<file path="config.mk">
export PLATFORM = sky130hd
export DESIGN_NAME = icache_refill_ctrl
export DESIGN_NICKNAME = d
export VERILOG_FILES = /design/src/rtl/icache_refill_ctrl_pkg.sv /design/src/rtl/icache_refill_ctrl.sv
export SDC_FILE = /design/constraint.sdc
export NUM_CORES = 1
export LEC_CHECK = 0
export ABC_CLOCK_PERIOD_IN_PS = 2300
export CAP_MARGIN = 10
export CORE_MARGIN = 2
export CORE_UTILIZATION = 33
export CTS_CLUSTER_DIAMETER = 60
export DETAILED_ROUTE_END_ITERATION = 8
export PLACE_DENSITY = 0.95
export SYNTH_ARGS = -nofsm -noshare
export SYNTH_HDL_FRONTEND = slang
export SYNTH_SLANG_ARGS = --single-unit
</file>
<file path="constraint.sdc">
create_clock -name clk -period 2.3 [get_ports clk]
set_clock_uncertainty 0.15 [all_clocks]
set_input_delay 0.575 -clock clk [delete_from_list [all_inputs] [get_ports clk]]
set_output_delay 0.575 -clock clk [all_outputs]
set_load 0.05 [all_outputs]
</file>
<file path="src/rtl/icache_refill_ctrl_pkg.sv">
// Shared encodings for the I-cache refill controller: FSM states, AXI burst
// fields and the byte-within-word width of the 32-bit fetch path.
package icache_refill_ctrl_pkg;

  localparam int BYTE_BITS = 2;  // 4-byte words

  localparam logic [2:0] AXI_SIZE_WORD = 3'd2;
  localparam logic [1:0] AXI_BURST_INCR = 2'b01;
  localparam logic [1:0] AXI_RESP_OKAY = 2'b00;

  typedef enum logic [1:0] {
    ST_IDLE   = 2'd0,
    ST_ADDR   = 2'd1,
    ST_DATA   = 2'd2,
    ST_COMMIT = 2'd3
  } state_e;

  // AXI arlen for a burst that fills one cache line
  function automatic logic [7:0] line_arlen(input int offset_bits);
    return 8'((1 << offset_bits) - 1);
  endfunction

endpackage

</file>
<file path="src/rtl/icache_refill_ctrl.sv">
// I-cache line refill: one AXI4 INCR read burst per miss, beats streamed into
// the data array, critical word forwarded on arrival, tag committed at the end.
module icache_refill_ctrl
  import icache_refill_ctrl_pkg::*;
#(
  parameter int ADDR_WIDTH  = 32,
  parameter int INDEX_BITS  = 6,
  parameter int OFFSET_BITS = 2
) (
  input  logic                                               clk,
  input  logic                                               rst_n,
  input  logic                                               miss_req,
  input  logic [ADDR_WIDTH-1:0]                              miss_addr,
  output logic                                               miss_ready,
  output logic                                               m_arvalid,
  input  logic                                               m_arready,
  output logic [ADDR_WIDTH-1:0]                              m_araddr,
  output logic [7:0]                                         m_arlen,
  output logic [2:0]                                         m_arsize,
  output logic [1:0]                                         m_arburst,
  input  logic                                               m_rvalid,
  output logic                                               m_rready,
  input  logic [31:0]                                        m_rdata,
  input  logic [1:0]                                         m_rresp,
  input  logic                                               m_rlast,
  output logic                                               da_we,
  output logic [INDEX_BITS-1:0]                              da_index,
  output logic [OFFSET_BITS-1:0]                             da_offset,
  output logic [31:0]                                        da_wdata,
  output logic                                               tag_we,
  output logic [INDEX_BITS-1:0]                              tag_index,
  output logic [ADDR_WIDTH-INDEX_BITS-OFFSET_BITS-BYTE_BITS-1:0] tag_value,
  output logic                                               tag_valid,
  output logic                                               fwd_valid,
  output logic [31:0]                                        fwd_data,
  output logic                                               refill_done,
  output logic                                               refill_error
);

  localparam int LINE_LSB = OFFSET_BITS + BYTE_BITS;
  localparam int TAG_BITS = ADDR_WIDTH - INDEX_BITS - LINE_LSB;

  state_e                 state_reg, state_next;
  logic [OFFSET_BITS-1:0] cnt_reg, cnt_next;
  logic                   err_reg, err_next;
  logic [ADDR_WIDTH-1:0]  addr_reg, addr_next;
  logic                   beat;
  logic                   last_beat;
  logic                   crit_hit;
  logic                   unused_addr_bits;

  assign unused_addr_bits = ^addr_reg[BYTE_BITS-1:0];

  always_ff @(posedge clk or negedge rst_n) begin
    if (!rst_n) begin
      state_reg <= ST_IDLE;
      cnt_reg   <= '0;
      err_reg   <= 1'b0;
      addr_reg  <= '0;
    end else begin
      state_reg <= state_next;
      cnt_reg   <= cnt_next;
      err_reg   <= err_next;
      addr_reg  <= addr_next;
    end
  end

  assign beat      = (state_reg == ST_DATA) && m_rvalid;
  assign last_beat = (cnt_reg == '1);
  assign crit_hit  = (cnt_reg == addr_reg[BYTE_BITS +: OFFSET_BITS]) && (m_rresp == AXI_RESP_OKAY);

  always_comb begin
    state_next   = state_reg;
    cnt_next     = cnt_reg;
    err_next     = err_reg;
    addr_next    = addr_reg;
    miss_ready   = 1'b0;
    m_arvalid    = 1'b0;
    m_rready     = 1'b0;
    tag_we       = 1'b0;
    tag_valid    = 1'b0;
    refill_done  = 1'b0;
    refill_error = 1'b0;
    case (state_reg)
      ST_IDLE: begin
        miss_ready = 1'b1;
        if (miss_req) begin
          addr_next  = miss_addr;
          cnt_next   = '0;
          err_next   = 1'b0;
          state_next = ST_ADDR;
        end
      end
      ST_ADDR: begin
        m_arvalid = 1'b1;
        if (m_arready) state_next = ST_DATA;
      end
      ST_DATA: begin
        m_rready = 1'b1;
        if (m_rvalid) begin
          cnt_next = cnt_reg + 1'b1;
          // a late, early or missing rlast poisons the line but the beat count still ends the burst
          if ((m_rresp != AXI_RESP_OKAY) || (m_rlast != last_beat)) err_next = 1'b1;
          if (last_beat) state_next = ST_COMMIT;
        end
      end
      ST_COMMIT: begin
        refill_done  = 1'b1;
        refill_error = err_reg;
        tag_we       = !err_reg;
        tag_valid    = !err_reg;
        state_next   = ST_IDLE;
      end
      default: state_next = ST_IDLE;
    endcase
  end

  assign m_araddr  = {addr_reg[ADDR_WIDTH-1:LINE_LSB], {LINE_LSB{1'b0}}};
  assign m_arlen   = line_arlen(OFFSET_BITS);
  assign m_arsize  = AXI_SIZE_WORD;
  assign m_arburst = AXI_BURST_INCR;

  // errored beats are still written; the line stays invalid so they are never hit
  assign da_we     = beat;
  assign da_index  = addr_reg[LINE_LSB +: INDEX_BITS];
  assign da_offset = cnt_reg;
  assign da_wdata  = beat ? m_rdata : '0;

  assign fwd_valid = beat && crit_hit;
  assign fwd_data  = (beat && crit_hit) ? m_rdata : '0;

  assign tag_index = addr_reg[LINE_LSB +: INDEX_BITS];
  assign tag_value = addr_reg[ADDR_WIDTH-1 -: TAG_BITS];

endmodule
</file>
# --- Word level (Yosys, flattened, before mapping) ---
# Index checks and enable logic that the tools add are counted.
word_totals:
  register_bits: 37
  inputBits: 72
  out_inout_bits: 154
  elab_cells: 49
classes:
  n_addsub: 1
  eq_ne: 11
  mux: 20
  n_reduce_logical: 13
op_table:
  columns: ["operator", "count"]
  rows:
  - ["two-way mux 32 bit", 2]
  - ["two-way mux 2 bit", 6]
  - ["two-way mux 1 bit", 9]
  - ["inequality test 2 bit, second input constant", 4]
  - ["case mux 2 bit (4 select lines)", 1]
  - ["AND reduction 4 bit", 2]
  - ["== test 2 bit, second input constant", 3]
  - ["logical NOT 2 bit", 2]
  - ["case mux 2 bit (2 select lines)", 1]
  - ["nonzero test 2 bit", 2]
  - ["logical AND 1 bit", 3]
  - ["AND reduction 3 bit", 1]
  - ["adder 2 x 1 -> 2 bit, second input constant", 1]
  - ["== test 2 x 1 -> 1 bit, second input constant", 1]
  - ["== test 2 bit", 1]
  - ["inequality test 2 x 1 -> 1 bit, second input constant", 1]
  - ["case mux 1 bit (2 select lines)", 1]
  - ["AND reduction 2 bit", 1]
  - ["logical NOT 1 bit", 1]
  - ["logical OR 1 bit", 1]
  - ["inequality test 1 bit", 1]

# --- Depth between registers and ports, before layout ---
depth:
  ltp_word: 6
  mapped_depth: 6
  ltp_nobuf: 5

# --- Worst setup path before layout ---
# Ideal clock, no wire load.
synth_timing:
  path_type: "reg-to-output"
  from: "register state_reg[0]"
  to: "output port fwd_data[14]"
  arrival_ps: 2346
  required_time_ps: 1575
  slack_ps: -771
  path_stages_with_launch: 7
  n_path_buf: 1
  cell_sequence: "dfrtp_1 inv_1 ha_1 and2_2 and4_4 buf_6 and2_1"
synth_via:
  elab_chain_cells: 4
synth_rtl:
  columns: ["item", "line", "rtl"]
  rows:
  - ["from (decl)", "icache_refill_ctrl.sv:43", "state_e state_reg, state_next;"]
  - ["from (signal assigned)", "icache_refill_ctrl.sv:61", "state_reg <= state_next;"]
  - ["== test 2 bit", "icache_refill_ctrl.sv:68", "assign beat = (state_reg == ST_DATA) && m_rvalid;"]
  - ["logical AND 1 bit", "icache_refill_ctrl.sv:68", null]
  - ["via da_we", "icache_refill_ctrl.sv:26", "output logic da_we,"]
  - ["logical AND 1 bit", null, null]
  - ["via fwd_valid", "icache_refill_ctrl.sv:34", "output logic fwd_valid,"]
  - ["two-way mux 32 bit", "icache_refill_ctrl.sv:130", "assign fwd_data = (beat && crit_hit) ? m_rdata : '0;"]
  - ["to (decl)", "icache_refill_ctrl.sv:35", "output logic [31:0] fwd_data,"]
# The timed path passes the listed nets, and every way through them passes these cells.

# --- Worst setup path after layout ---
layout_timing:
  from: "register state_reg[0]"
  to: "output port fwd_data[0]"
layout_via:
  elab_chain_cells: 4
layout_rtl:
  columns: ["item", "line"]
  rows:
  - ["== test 2 bit", "icache_refill_ctrl.sv:68"]
  - ["logical AND 1 bit", "icache_refill_ctrl.sv:68"]
  - ["logical AND 1 bit", "icache_refill_ctrl.sv:130"]
  - ["two-way mux 32 bit", "icache_refill_ctrl.sv:130"]
# No other way between the ends.

==> out/metrics.yaml <==
status:
  status: "finished, violations left"
  violations: "negative setup slack"
global_routing:
  grt_pass1_vias: 2566
  grt_max_degree: 40
  grt_usage_pct: 20.37
  gr-total-overflow: 0
  grt_pass1_wl_um: 13790
  antenna_found_initial: 0
floorplan:
  coreArea_sq_mm: 0.007807
  die-area_sq_mm: 0.008843
  io_pins: 226
  chipWidth_um: 94.04
  rows: 32
  die_h_um: 94.04
  initial_core_util_pct: 34.26
sta:
  setup_viol: 65
  setup_ws_ns: -0.2392
  holdWs_ns: 0.3761
  tightest_slew_ns: 0.5175
  setup_tns_ns: -9.069
  fmax_mhz: 393.8
  slew_violations: 0
  hold_viol: 0
  rsz0062_at_grt: "true"
  min_period_ns: 2.539
  relSlewSlack_pct: 65.39
  period_share_pct: 110.4
synthesis:
  syn_area_sq_mm: 0.002675
  synthTopCellsByCount: "buf_4, dfrtp_1, and2_1"
  synth_edf_count: 0
  synth_top_area_cell: "dfrtp_1"
  synth_seq_area_share_pct: 32.74
  synth-async-reset-ratio_pct: 100.0
  synthCells: 262
  synth_area_leaders: "dfrtp_1, buf_4, mux2_2"
  yosys_most_used_dff: "dfrtp_1"
  synth_most_common_cell: "buf_4"
  ys_seq_elements: 35
  synth_area_per_cell_sq_um: 10.21
  yosys.area.top_type_share_pct: 32.74
  ys_types: 31
  synth_warnings: 0
worst_setup_path:
  crit_type: "reg -> out"
  crit_fanout: 8
  r2r_end: "state_reg[1]"
  reg2reg_depth: 7
  cp-end-kind: "output pin"
  worstPathRequired_ns: 1.57
  rrSetupSlack_ns: 0.27
  crit_arrival_ns: 1.81
  timing.rr.start: "state_reg[0]"
  start_kind: "register"
pwr:
  p_per_area_mw_per_mm2: 1416
  p_leak_nw: 2.409
  internal_power_mw: 3.519
  clock_power_share_pct: 6.1
  pwr-share-comb_pct: 78.0
  worst_ir_drop_vdd_v: 0.0008554
  p_sw_mw: 4.137
  seq_power_share_pct: 15.9
  swShare_pct: 54.04
finish:
  drive_above_1_share_pct: 47.61
  largest_reg_flops: 30
  finalCoreUtilization_pct: 69.28
  area_growth_pct: 102.2
  fin_cells: 521
  nFillCells: 527
  nets: 495
placed_design:
  io_buffer_count: 206
  dp.cells: 501
  dp_hpwl_um: 7134
  gp_congestion: 0.7787
  dpl_worst_slack_ns: -0.3562
min_path:
  hp-start: "addr_reg[25]"
  min_path_type: "reg -> reg"
  holdPathStages: 1
  min_to: "addr_reg[25]"
clock_tree:
  h-tree-depth: 2
  cts_made_buffers: 5
  cts-root-buf: "clkbuf_8"
  clkLatencyLatePin_ns: 0.29
  clk_pin_slew_ns: 0.08
  clk_path_buf_depth: 2
  cts.sinks: 35
  cts_tree: "built"
  ctsHoldBuffers: 0
detailed_routing:
  vias: 2312
  first_pass_iters: 4
  wl_per_cell_um: 17.44
  drc: 0
  vias_per_cell: 4.438
  drtAntennaViolNets: 0
  first_iter_violations: 51
  routed_wl_um: 9088
run:
  cap_violations: 0
## cell type report
class | count | area [sq um] | area share, %
multi-input combinational | 144 | 1265 | 23.39
clock buffer | 6 | 82.58 | 1.527
tap | 102 | 127.6 | 2.359
inverter | 4 | 15.01 | 0.2776
antenna | 1 | 2.502 | 0.04626
timing repair buffer | 227 | 3023 | 55.89
clock inverter | 2 | 16.27 | 0.3007
sequential | 35 | 877.1 | 16.22
## critical path: stages (launching register included)
cell and delay, ns:
dfrtp_1 0.39, inv_2 0.08, ha_4 0.13, and2_4 0.14, and4_4 0.26, buf_12 0.12
buf_12 0.11, and2_4 0.16, buf_12 0.13
## routing by layer
| metal | global-route usage [%] | vias to the layer above | routed length, um |
|---|---|---|---|
| met5 | 0 | - | 0 |
| met4 | 6.401 | 0 | 208 |
| met3 | 5.217 | 14 | 505 |
| met2 | 39.11 | 101 | 5321 |
| met1 | 21.44 | 1124 | 3053 |
| li1 | - | 1073 | - |
## cells by family (layout without fill, tap and decap cells)
kind of cell               count (synthesis)  in the layout  share of synthesized area [%]
other                                      2             18                         0.2807
DFF                                       35             35                          32.74
buffers and inverters                     98            239                          26.99
muxes                                     32             32                          14.55
adders and majority gates                  6              6                          2.806
AOI/OAI and AO/OA                         10             10                          3.462
xor gates and xnor gates                   3              3                         0.9824
and+or+nand+nor                           76             76                          18.19
## layout by cell type (no fill, tap or decap), types with 2 or more instances in the layout
master           netlist  routed
clkdlybuf4s50_1        0     128
buf_12                 0      77
dfrtp_1               35      34
and2_4                 0      33
mux2_2                23      23
and3_2                 0      20
conb_1                 2      17
buf_4                 80      15
and3_1                32      12
mux2_4                 8       8
clkbuf_8               0       6
ha_1                   6       4
xnor2_1                3       3
inv_1                  4       3
dlygate4sd2_1          0       3
buf_6                  7       3
nor2b_4                1       2
a22o_1                 2       2
a2bb2oi_1              2       2
nand2b_1               2       2
## what timing repair did
action,in CTS,in global routing
gates cloned,2,0
resized for setup,11,3
endpoints found under the setup margin,65,67
pin swaps,5,0
buffers inserted,8,2
## stage by stage
step                      total power, mW  area (sq um)
after floorplan                     5.734          2863
after detailed placement            7.132          5175
after global placement              6.993          5175
after CTS                           7.685          5409
final                               7.657          5409
after global routing                7.967          5406
## power groups by stage
stage	logic [mW]	registers, mW	clock network [mW]
floorplan	4.54	1.20	0
finish	5.97	1.21	0.470
global route	6.18	1.26	0.528
detailed placement	5.90	1.23	0
CTS	5.98	1.21	0.490
global placement	5.80	1.19	0
## how the worst max path moves through the flow
| stage | from | to | depth (start not counted) |
|---|---|---|---|
| after floorplan | state_reg[0] | fwd_data[14] | 6 |
| after global placement | m_rvalid | fwd_data[0] | 6 |
| after detailed placement | m_rvalid | fwd_data[0] | 6 |
| after CTS | state_reg[0] | fwd_data[0] | 8 |
| after global routing | state_reg[0] | fwd_data[0] | 8 |
| final | state_reg[0] | fwd_data[0] | 8 |
Power figures use the tool's default switching activity.
